## config.mk

```make
export PLATFORM = sky130hd
export DESIGN_NAME = wb_lsu
export DESIGN_NICKNAME = d
export VERILOG_FILES = /design/src/rtl/wb_lsu_pkg.sv /design/src/rtl/wb_lsu_lane_steer.sv /design/src/rtl/wb_lsu.sv
export SDC_FILE = /design/constraint.sdc
export NUM_CORES = 1
export LEC_CHECK = 0
export BUFFER_PORTS_ARGS = -buffer_cell sky130_fd_sc_hd__buf_2
export CAP_MARGIN = 25
export CORE_MARGIN = 2
export CORE_UTILIZATION = 28
export CTS_CLUSTER_SIZE = 25
export DETAILED_ROUTE_END_ITERATION = 12
export SLEW_MARGIN = 20
export SYNTH_ARGS = -nofsm -noshare
export SYNTH_HDL_FRONTEND = slang
export SYNTH_HIERARCHICAL = 1
export SYNTH_SLANG_ARGS = --single-unit
```

## constraint.sdc

```tcl
create_clock -name clk_i -period 4.8 [get_ports clk_i]
set_input_delay 0.96 -clock clk_i [delete_from_list [all_inputs] [get_ports clk_i]]
set_output_delay 0.96 -clock clk_i [all_outputs]
set_load 0.02 [all_outputs]
```

## src/rtl/wb_lsu_pkg.sv

```systemverilog
// Shared types for the data-side load/store unit: funct3 codes,
// response causes, FSM states and the latched request bundle.
package wb_lsu_pkg;

  localparam logic [2:0] FUNCT3_LB  = 3'd0;
  localparam logic [2:0] FUNCT3_LH  = 3'd1;
  localparam logic [2:0] FUNCT3_LW  = 3'd2;
  localparam logic [2:0] FUNCT3_LBU = 3'd4;
  localparam logic [2:0] FUNCT3_LHU = 3'd5;
  localparam logic [2:0] FUNCT3_SB  = 3'd0;
  localparam logic [2:0] FUNCT3_SH  = 3'd1;
  localparam logic [2:0] FUNCT3_SW  = 3'd2;

  typedef enum logic [2:0] {
    LSU_CAUSE_OK         = 3'd0,
    LSU_CAUSE_MISALIGNED = 3'd1,
    LSU_CAUSE_ILLEGAL    = 3'd2,
    LSU_CAUSE_BUS_ERR    = 3'd3,
    LSU_CAUSE_RETRY_EXH  = 3'd4,
    LSU_CAUSE_TIMEOUT    = 3'd5
  } lsu_cause_e;

  typedef enum logic [1:0] {
    LSU_STATE_IDLE    = 2'd0,
    LSU_STATE_BUS     = 2'd1,
    LSU_STATE_BACKOFF = 2'd2,
    LSU_STATE_RESP    = 2'd3
  } lsu_state_e;

  typedef struct packed {
    logic       we;
    logic [2:0] funct3;
    logic [1:0] off;
  } lsu_req_t;

endpackage

```

## src/rtl/wb_lsu_lane_steer.sv

```systemverilog
// Byte-lane steering: store select/replication, load extraction and
// extension, plus alignment and funct3 legality checks.
module wb_lsu_lane_steer
  import wb_lsu_pkg::*;
(
  input  logic        we_i,
  input  logic [2:0]  funct3_i,
  input  logic [1:0]  off_i,
  input  logic [31:0] wdata_i,
  input  logic [31:0] dat_i,
  output logic [3:0]  sel_o,
  output logic [31:0] wdata_o,
  output logic [31:0] rdata_o,
  output logic        misaligned_o,
  output logic        illegal_o
);

  logic [31:0] lane;

  assign lane = dat_i >> {off_i, 3'b000};

  always_comb begin
    sel_o        = 4'b1111;
    wdata_o      = wdata_i;
    misaligned_o = 1'b0;
    illegal_o    = 1'b0;
    if (we_i) begin
      case (funct3_i)
        FUNCT3_SB: begin
          sel_o   = 4'b0001 << off_i;
          wdata_o = {4{wdata_i[7:0]}};
        end
        FUNCT3_SH: begin
          sel_o        = off_i[1] ? 4'b1100 : 4'b0011;
          wdata_o      = {2{wdata_i[15:0]}};
          misaligned_o = off_i[0];
        end
        FUNCT3_SW: misaligned_o = |off_i;
        default:   illegal_o    = 1'b1;
      endcase
    end else begin
      case (funct3_i)
        FUNCT3_LB,
        FUNCT3_LBU: misaligned_o = 1'b0;
        FUNCT3_LH,
        FUNCT3_LHU: misaligned_o = off_i[0];
        FUNCT3_LW:  misaligned_o = |off_i;
        default:    illegal_o    = 1'b1;
      endcase
    end
  end

  always_comb begin
    case (funct3_i)
      FUNCT3_LB:  rdata_o = {{24{lane[7]}}, lane[7:0]};
      FUNCT3_LH:  rdata_o = {{16{lane[15]}}, lane[15:0]};
      FUNCT3_LW:  rdata_o = lane;
      FUNCT3_LBU: rdata_o = {24'd0, lane[7:0]};
      FUNCT3_LHU: rdata_o = {16'd0, lane[15:0]};
      default:    rdata_o = 32'd0;
    endcase
  end

endmodule

```

## src/rtl/wb_lsu.sv

```systemverilog
// Wishbone B4 classic data-side load/store unit with retry,
// error and per-attempt timeout handling; all outputs registered.
module wb_lsu
  import wb_lsu_pkg::*;
#(
  parameter int ADDR_WIDTH     = 32,
  parameter int MAX_RETRIES    = 3,
  parameter int TIMEOUT_CYCLES = 255
) (
  input  logic                  clk_i,
  input  logic                  rst_ni,
  input  logic                  req_valid_i,
  output logic                  req_ready_o,
  input  logic                  req_we_i,
  input  logic [2:0]            req_funct3_i,
  input  logic [ADDR_WIDTH-1:0] req_addr_i,
  input  logic [31:0]           req_wdata_i,
  output logic                  rsp_valid_o,
  output logic [31:0]           rsp_rdata_o,
  output logic [2:0]            rsp_cause_o,
  input  logic [31:0]           dat_i,
  output logic [31:0]           dat_o,
  input  logic                  ack_i,
  input  logic                  err_i,
  input  logic                  rty_i,
  output logic                  stb_o,
  output logic                  cyc_o,
  output logic                  we_o,
  output logic [ADDR_WIDTH-1:0] adr_o,
  output logic [3:0]            sel_o
);

  localparam int RW = (MAX_RETRIES > 0) ?
                      $clog2(MAX_RETRIES + 1) : 1;
  localparam int TW = (TIMEOUT_CYCLES > 0) ?
                      $clog2(TIMEOUT_CYCLES + 1) : 1;

  lsu_state_e state_q, state_d;
  lsu_cause_e cause_d;
  lsu_req_t   req_q, req_d;

  logic [RW-1:0] rty_q, rty_d;
  logic [TW-1:0] tmo_q, tmo_d;

  logic                  ready_q, ready_d;
  logic                  rsp_valid_q, rsp_valid_d;
  logic [31:0]           rsp_rdata_q, rsp_rdata_d;
  logic [2:0]            rsp_cause_q, rsp_cause_d;
  logic                  cyc_q, cyc_d;
  logic                  we_q, we_d;
  logic [ADDR_WIDTH-1:0] adr_q, adr_d;
  logic [3:0]            sel_q, sel_d;
  logic [31:0]           dat_q, dat_d;

  logic        idle;
  logic        accept;
  logic        st_we;
  logic [2:0]  st_f3;
  logic [1:0]  st_off;
  logic [3:0]  st_sel;
  logic [31:0] st_wdata;
  logic [31:0] st_rdata;
  logic        st_mis;
  logic        st_ill;

  assign idle   = (state_q == LSU_STATE_IDLE);
  assign accept = req_valid_i && ready_q;

  // Steer from the live request while idle, else from the latched one
  assign st_we  = idle ? req_we_i          : req_q.we;
  assign st_f3  = idle ? req_funct3_i      : req_q.funct3;
  assign st_off = idle ? req_addr_i[1:0]   : req_q.off;

  wb_lsu_lane_steer u_steer (
    .we_i         (st_we),
    .funct3_i     (st_f3),
    .off_i        (st_off),
    .wdata_i      (req_wdata_i),
    .dat_i        (dat_i),
    .sel_o        (st_sel),
    .wdata_o      (st_wdata),
    .rdata_o      (st_rdata),
    .misaligned_o (st_mis),
    .illegal_o    (st_ill)
  );

  always_ff @(posedge clk_i or negedge rst_ni) begin
    if (!rst_ni) begin
      state_q     <= LSU_STATE_IDLE;
      req_q       <= '0;
      rty_q       <= '0;
      tmo_q       <= '0;
      ready_q     <= 1'b0;
      rsp_valid_q <= 1'b0;
      rsp_rdata_q <= '0;
      rsp_cause_q <= '0;
      cyc_q       <= 1'b0;
      we_q        <= 1'b0;
      adr_q       <= '0;
      sel_q       <= '0;
      dat_q       <= '0;
    end else begin
      state_q     <= state_d;
      req_q       <= req_d;
      rty_q       <= rty_d;
      tmo_q       <= tmo_d;
      ready_q     <= ready_d;
      rsp_valid_q <= rsp_valid_d;
      rsp_rdata_q <= rsp_rdata_d;
      rsp_cause_q <= rsp_cause_d;
      cyc_q       <= cyc_d;
      we_q        <= we_d;
      adr_q       <= adr_d;
      sel_q       <= sel_d;
      dat_q       <= dat_d;
    end
  end

  always_comb begin
    state_d = state_q;
    cause_d = LSU_CAUSE_OK;
    req_d   = req_q;
    rty_d   = rty_q;
    tmo_d   = tmo_q;
    unique case (state_q)
      LSU_STATE_IDLE: begin
        if (accept) begin
          req_d.we     = req_we_i;
          req_d.funct3 = req_funct3_i;
          req_d.off    = req_addr_i[1:0];
          tmo_d        = '0;
          if (st_ill) begin
            state_d = LSU_STATE_RESP;
            cause_d = LSU_CAUSE_ILLEGAL;
          end else if (st_mis) begin
            state_d = LSU_STATE_RESP;
            cause_d = LSU_CAUSE_MISALIGNED;
          end else begin
            state_d = LSU_STATE_BUS;
          end
        end
      end
      LSU_STATE_BUS: begin
        if (err_i) begin
          state_d = LSU_STATE_RESP;
          cause_d = LSU_CAUSE_BUS_ERR;
        end else if (ack_i) begin
          state_d = LSU_STATE_RESP;
        end else if (rty_i) begin
          if (int'(rty_q) < MAX_RETRIES) begin
            rty_d   = rty_q + 1'b1;
            state_d = LSU_STATE_BACKOFF;
          end else begin
            state_d = LSU_STATE_RESP;
            cause_d = LSU_CAUSE_RETRY_EXH;
          end
        end else if (TIMEOUT_CYCLES > 0 &&
                     int'(tmo_q) == TIMEOUT_CYCLES) begin
          state_d = LSU_STATE_RESP;
          cause_d = LSU_CAUSE_TIMEOUT;
        end else begin
          tmo_d = tmo_q + 1'b1;
        end
      end
      LSU_STATE_BACKOFF: begin
        tmo_d   = '0;
        state_d = LSU_STATE_BUS;
      end
      LSU_STATE_RESP: begin
        rty_d   = '0;
        state_d = LSU_STATE_IDLE;
      end
      default: state_d = LSU_STATE_IDLE;
    endcase
  end

  always_comb begin
    ready_d     = (state_d == LSU_STATE_IDLE);
    cyc_d       = (state_d == LSU_STATE_BUS);
    rsp_valid_d = (state_d == LSU_STATE_RESP);
    rsp_cause_d = rsp_valid_d ? cause_d : LSU_CAUSE_OK;
    rsp_rdata_d = '0;
    we_d        = we_q;
    adr_d       = adr_q;
    sel_d       = sel_q;
    dat_d       = dat_q;
    if (idle && state_d == LSU_STATE_BUS) begin
      we_d  = req_we_i;
      adr_d = {req_addr_i[ADDR_WIDTH-1:2], 2'b00};
      sel_d = st_sel;
      dat_d = st_wdata;
    end
    if (state_q == LSU_STATE_BUS && rsp_valid_d &&
        cause_d == LSU_CAUSE_OK && !req_q.we) begin
      rsp_rdata_d = st_rdata;
    end
  end

  assign req_ready_o = ready_q;
  assign rsp_valid_o = rsp_valid_q;
  assign rsp_rdata_o = rsp_rdata_q;
  assign rsp_cause_o = rsp_cause_q;
  assign cyc_o       = cyc_q;
  assign stb_o       = cyc_q;
  assign we_o        = we_q;
  assign adr_o       = adr_q;
  assign sel_o       = sel_q;
  assign dat_o       = dat_q;

endmodule

```

==> results.yml <==
min_path:
  hold_depth: 1
  min_path_type: "register to register"
  hold_path_end: "adr_o[3]$_DFFE_PN0P_"
  min-delay-start: "adr_o[3]$_DFFE_PN0P_"
timing:
  fin_tns_setup_ns: 0
  hold_viol_final: 0
  setup_violations: 0
  finalWorstPathRequiredPeriod_ns: 3.493
  fin_skew_ns: 0.01389
  worst_slack_ns: 1.307
  worst_slew_pin_slew_ns: 0.8583
  rsz0062_at_grt: "false"
  final_max_slew_viol_count: 0
  finalCritPeriodShare: 0.7277
  slew_headroom: 0.4266
  max_freq_mhz: 286.3
critical_path:
  cp-start-kind: "register"
  timing.rr.end: "dat_o[4]$_DFFE_PN0P_"
  arrival_ns: 3.79
  r2r.worst_path.cells: 9
  rr_startpoint: "state_q[0]$_DFF_PN0_"
  setup.worst_path.end_class: "register"
  path_max_fanout: 48
  worstSetupPathType: "register to register"
  required_ns: 5.09
  r2r_slack_ns: 1.31
yosys:
  synth_cell_types: 51
  avgSynthCellArea_um2: 11.82
  netlist_instances: 514
  synth_area_um2: 6075
  synth_edf_count: 0
  synth_ff_type: "dfrtp_1"
  ys_ff_latch: 123
  ys_warn_count: 6
  ys_seq_area_frac: 0.5067
  synthArstFlopShare: 1.000
finish:
  syn_to_final_growth_pct: 29.58
  multi_input_area_um2: 2701
  fillCellCount: 2088
  fin_cells: 998
  layout-drive-gt1-share: 0.4882
  utilization: 0.3721
  finalNetCount: 818
  n_antenna_cell: 0
  regArea_um2: 3078
place:
  dp_hpwl_um: 11700
  post-place-ws_ns: 1.287
  portBuffers: 211
  gp_congestion: 0.7919
  place_inst: 966
global_route:
  grt_max_degree: 69
  grt_usage: 0.1402
  grt_pass1_vias: 4473
  antenna_found_initial: 0
  grt_pass1_wl_um: 24450
  grt_remaining_overflow: 0
route:
  via_count: 4573
  wire_per_inst_um: 16.01
  avgViaCountPerCell: 4.582
  drtIter0Drc: 217
  antenna_left: 0
  drc: 0
  routed_wl_um: 15970
  dr.pass1.iters: 4
clock_tree:
  root_buffer: "clkbuf_16"
  cts_tree: "built"
  postCtsHoldBufs: 0
  clockBufferDepth: 2
  clk_latency_ns: 0.42
  cts.sink_count: 123
  ctsHtreeMaxLevel: 4
  clk_pin_slew_ns: 0.06
  post_cts_buffers: 0
  cts_buffers: 17
  post_cts_resized: 0
floorplan:
  die_height_um: 151.3
  floorplan.initialDensity: 0.2872
  rows: 53
  coreArea_um2: 21150
  die_w_um: 151.3
  dieArea_um2: 22890
  io-pin-count: 214
power_and_ir_drop:
  peakVddDrop_uv: 285.5
  power_leakage_nw: 3.946
  cellPowerDensity_nw_per_um2: 680.5
status:
  status: "finished clean"
job:
  max-cap-violations: 0
[metrics by stage]
step                      instance area [um2]  hold slack [ns]  total power (W)
after floorplan                          6078           0.4766         0.003418
after CTS                                7871           0.5000         0.005435
after global routing                     7871           0.5063         0.005725
after global placement                   7277           0.4828         0.004074
final                                    7871           0.4962         0.005356
after detailed placement                 7277           0.4867         0.004113
[cell families after synthesis]
group / after synthesis / share of synthesized area
buf+inv: 49 / 0.04964
fa+ha+maj: 2 / 0.004119
simple gates: 119 / 0.1079
other cells: 1 / 0.0006173
xor+xnor: 2 / 0.002884
compound gates: 92 / 0.09990
flops: 123 / 0.5067
mux: 126 / 0.2282
[flip-flops by register name, summed over array words and instances (netlist names), 2 cells and up]
register / count
dat_o: 32
rsp_rdata_o: 32
adr_o: 30
tmo_q: 8
req_q: 6
sel_o: 4
rsp_cause_o: 3
rty_q: 2
state_q: 2
[cell type report]
class                           instances  area share
Sequential cell                       123      0.3910
Multi-Input combinational cell        343      0.3432
Timing Repair Buffer                  219      0.1437
Clock buffer                           20     0.05802
Tap cell                              275     0.04371
Clock inverter                         12     0.01749
Inverter                                6    0.002861
[Yosys cell counts (4+ instances only)]
cell / n / share of area
dfrtp_1: 123 / 0.51
mux2_2: 96 / 0.18
and2_1: 33 / 0.034
mux2i_1: 29 / 0.048
o21ai_0: 25 / 0.021
nand2_1: 21 / 0.013
nor2_1: 20 / 0.012
buf_2: 19 / 0.016
a21oi_1: 17 / 0.014
a211oi_1: 15 / 0.019
buf_4: 15 / 0.019
nor2b_1: 14 / 0.014
a21o_1: 10 / 0.012
nor3_1: 6 / 0.0049
o2bb2ai_1: 6 / 0.0087
buf_6: 5 / 0.0093
inv_1: 5 / 0.0031
nand3_1: 4 / 0.0033
[critical path, stage by stage (launching register included)]
cell and delay, ns:
dfrtp_1 0.47, nor2_1 0.47, mux2_2 0.66, nand2b_1 0.19, a2bb2oi_1 0.16, o21ai_0 0.28
nor2_1 0.09, nand2_2 0.09, buf_4 0.50, mux2_2 0.40
[layout by cell type, fill, tap and decap left out, types with 4 or more instances in the layout]
cell type	netlist	layout
buf_2	19	210
o2bb2ai_1	6	6
and2_1	33	33
nand2_1	21	20
mux2_2	96	96
inv_1	5	5
a211oi_1	15	15
nor2_1	20	20
a21o_1	10	10
buf_4	15	8
o21ai_0	25	25
nand3_1	4	4
mux2i_1	29	29
a21oi_1	17	17
clkbuf_16	0	17
nor3_1	6	6
nor2b_1	14	14
dfrtp_1	123	123
[power breakdown]
part / switching [W] / leakage (nW) / internal, W
combinational: 0.00145 / 2.10 / 0.00102
sequential: 0.000184 / 1.56 / 0.00141
clock: 0.000487 / 0.287 / 0.000797
total: 0.00212 / 3.95 / 0.00323
[how the worst max path moves through the flow]
stage	from	to	cells past startpoint
detailed placement	req_addr_i[1]	adr_o[27]$_DFFE_PN0P_	9
global route	state_q[0]$_DFF_PN0_	adr_o[30]$_DFFE_PN0P_	9
floorplan	req_addr_i[0]	adr_o[11]$_DFFE_PN0P_	11
finish	state_q[0]$_DFF_PN0_	dat_o[4]$_DFFE_PN0P_	9
global placement	req_addr_i[1]	adr_o[29]$_DFFE_PN0P_	9
CTS	state_q[0]$_DFF_PN0_	adr_o[12]$_DFFE_PN0P_	9
[layer usage]
layer / vias to the layer above / wire length [um] / part of all wire / track usage
li1: 2220 / - / - / -
met1: 2214 / 7008 / 0.44 / 0.1789
met2: 121 / 7889 / 0.49 / 0.2285
met3: 18 / 750 / 0.047 / 0.03554
met4: 0 / 324 / 0.020 / 0.05374
met5: - / 0 / 0 / 0
Note: power is estimated with default switching activity, not from simulation.
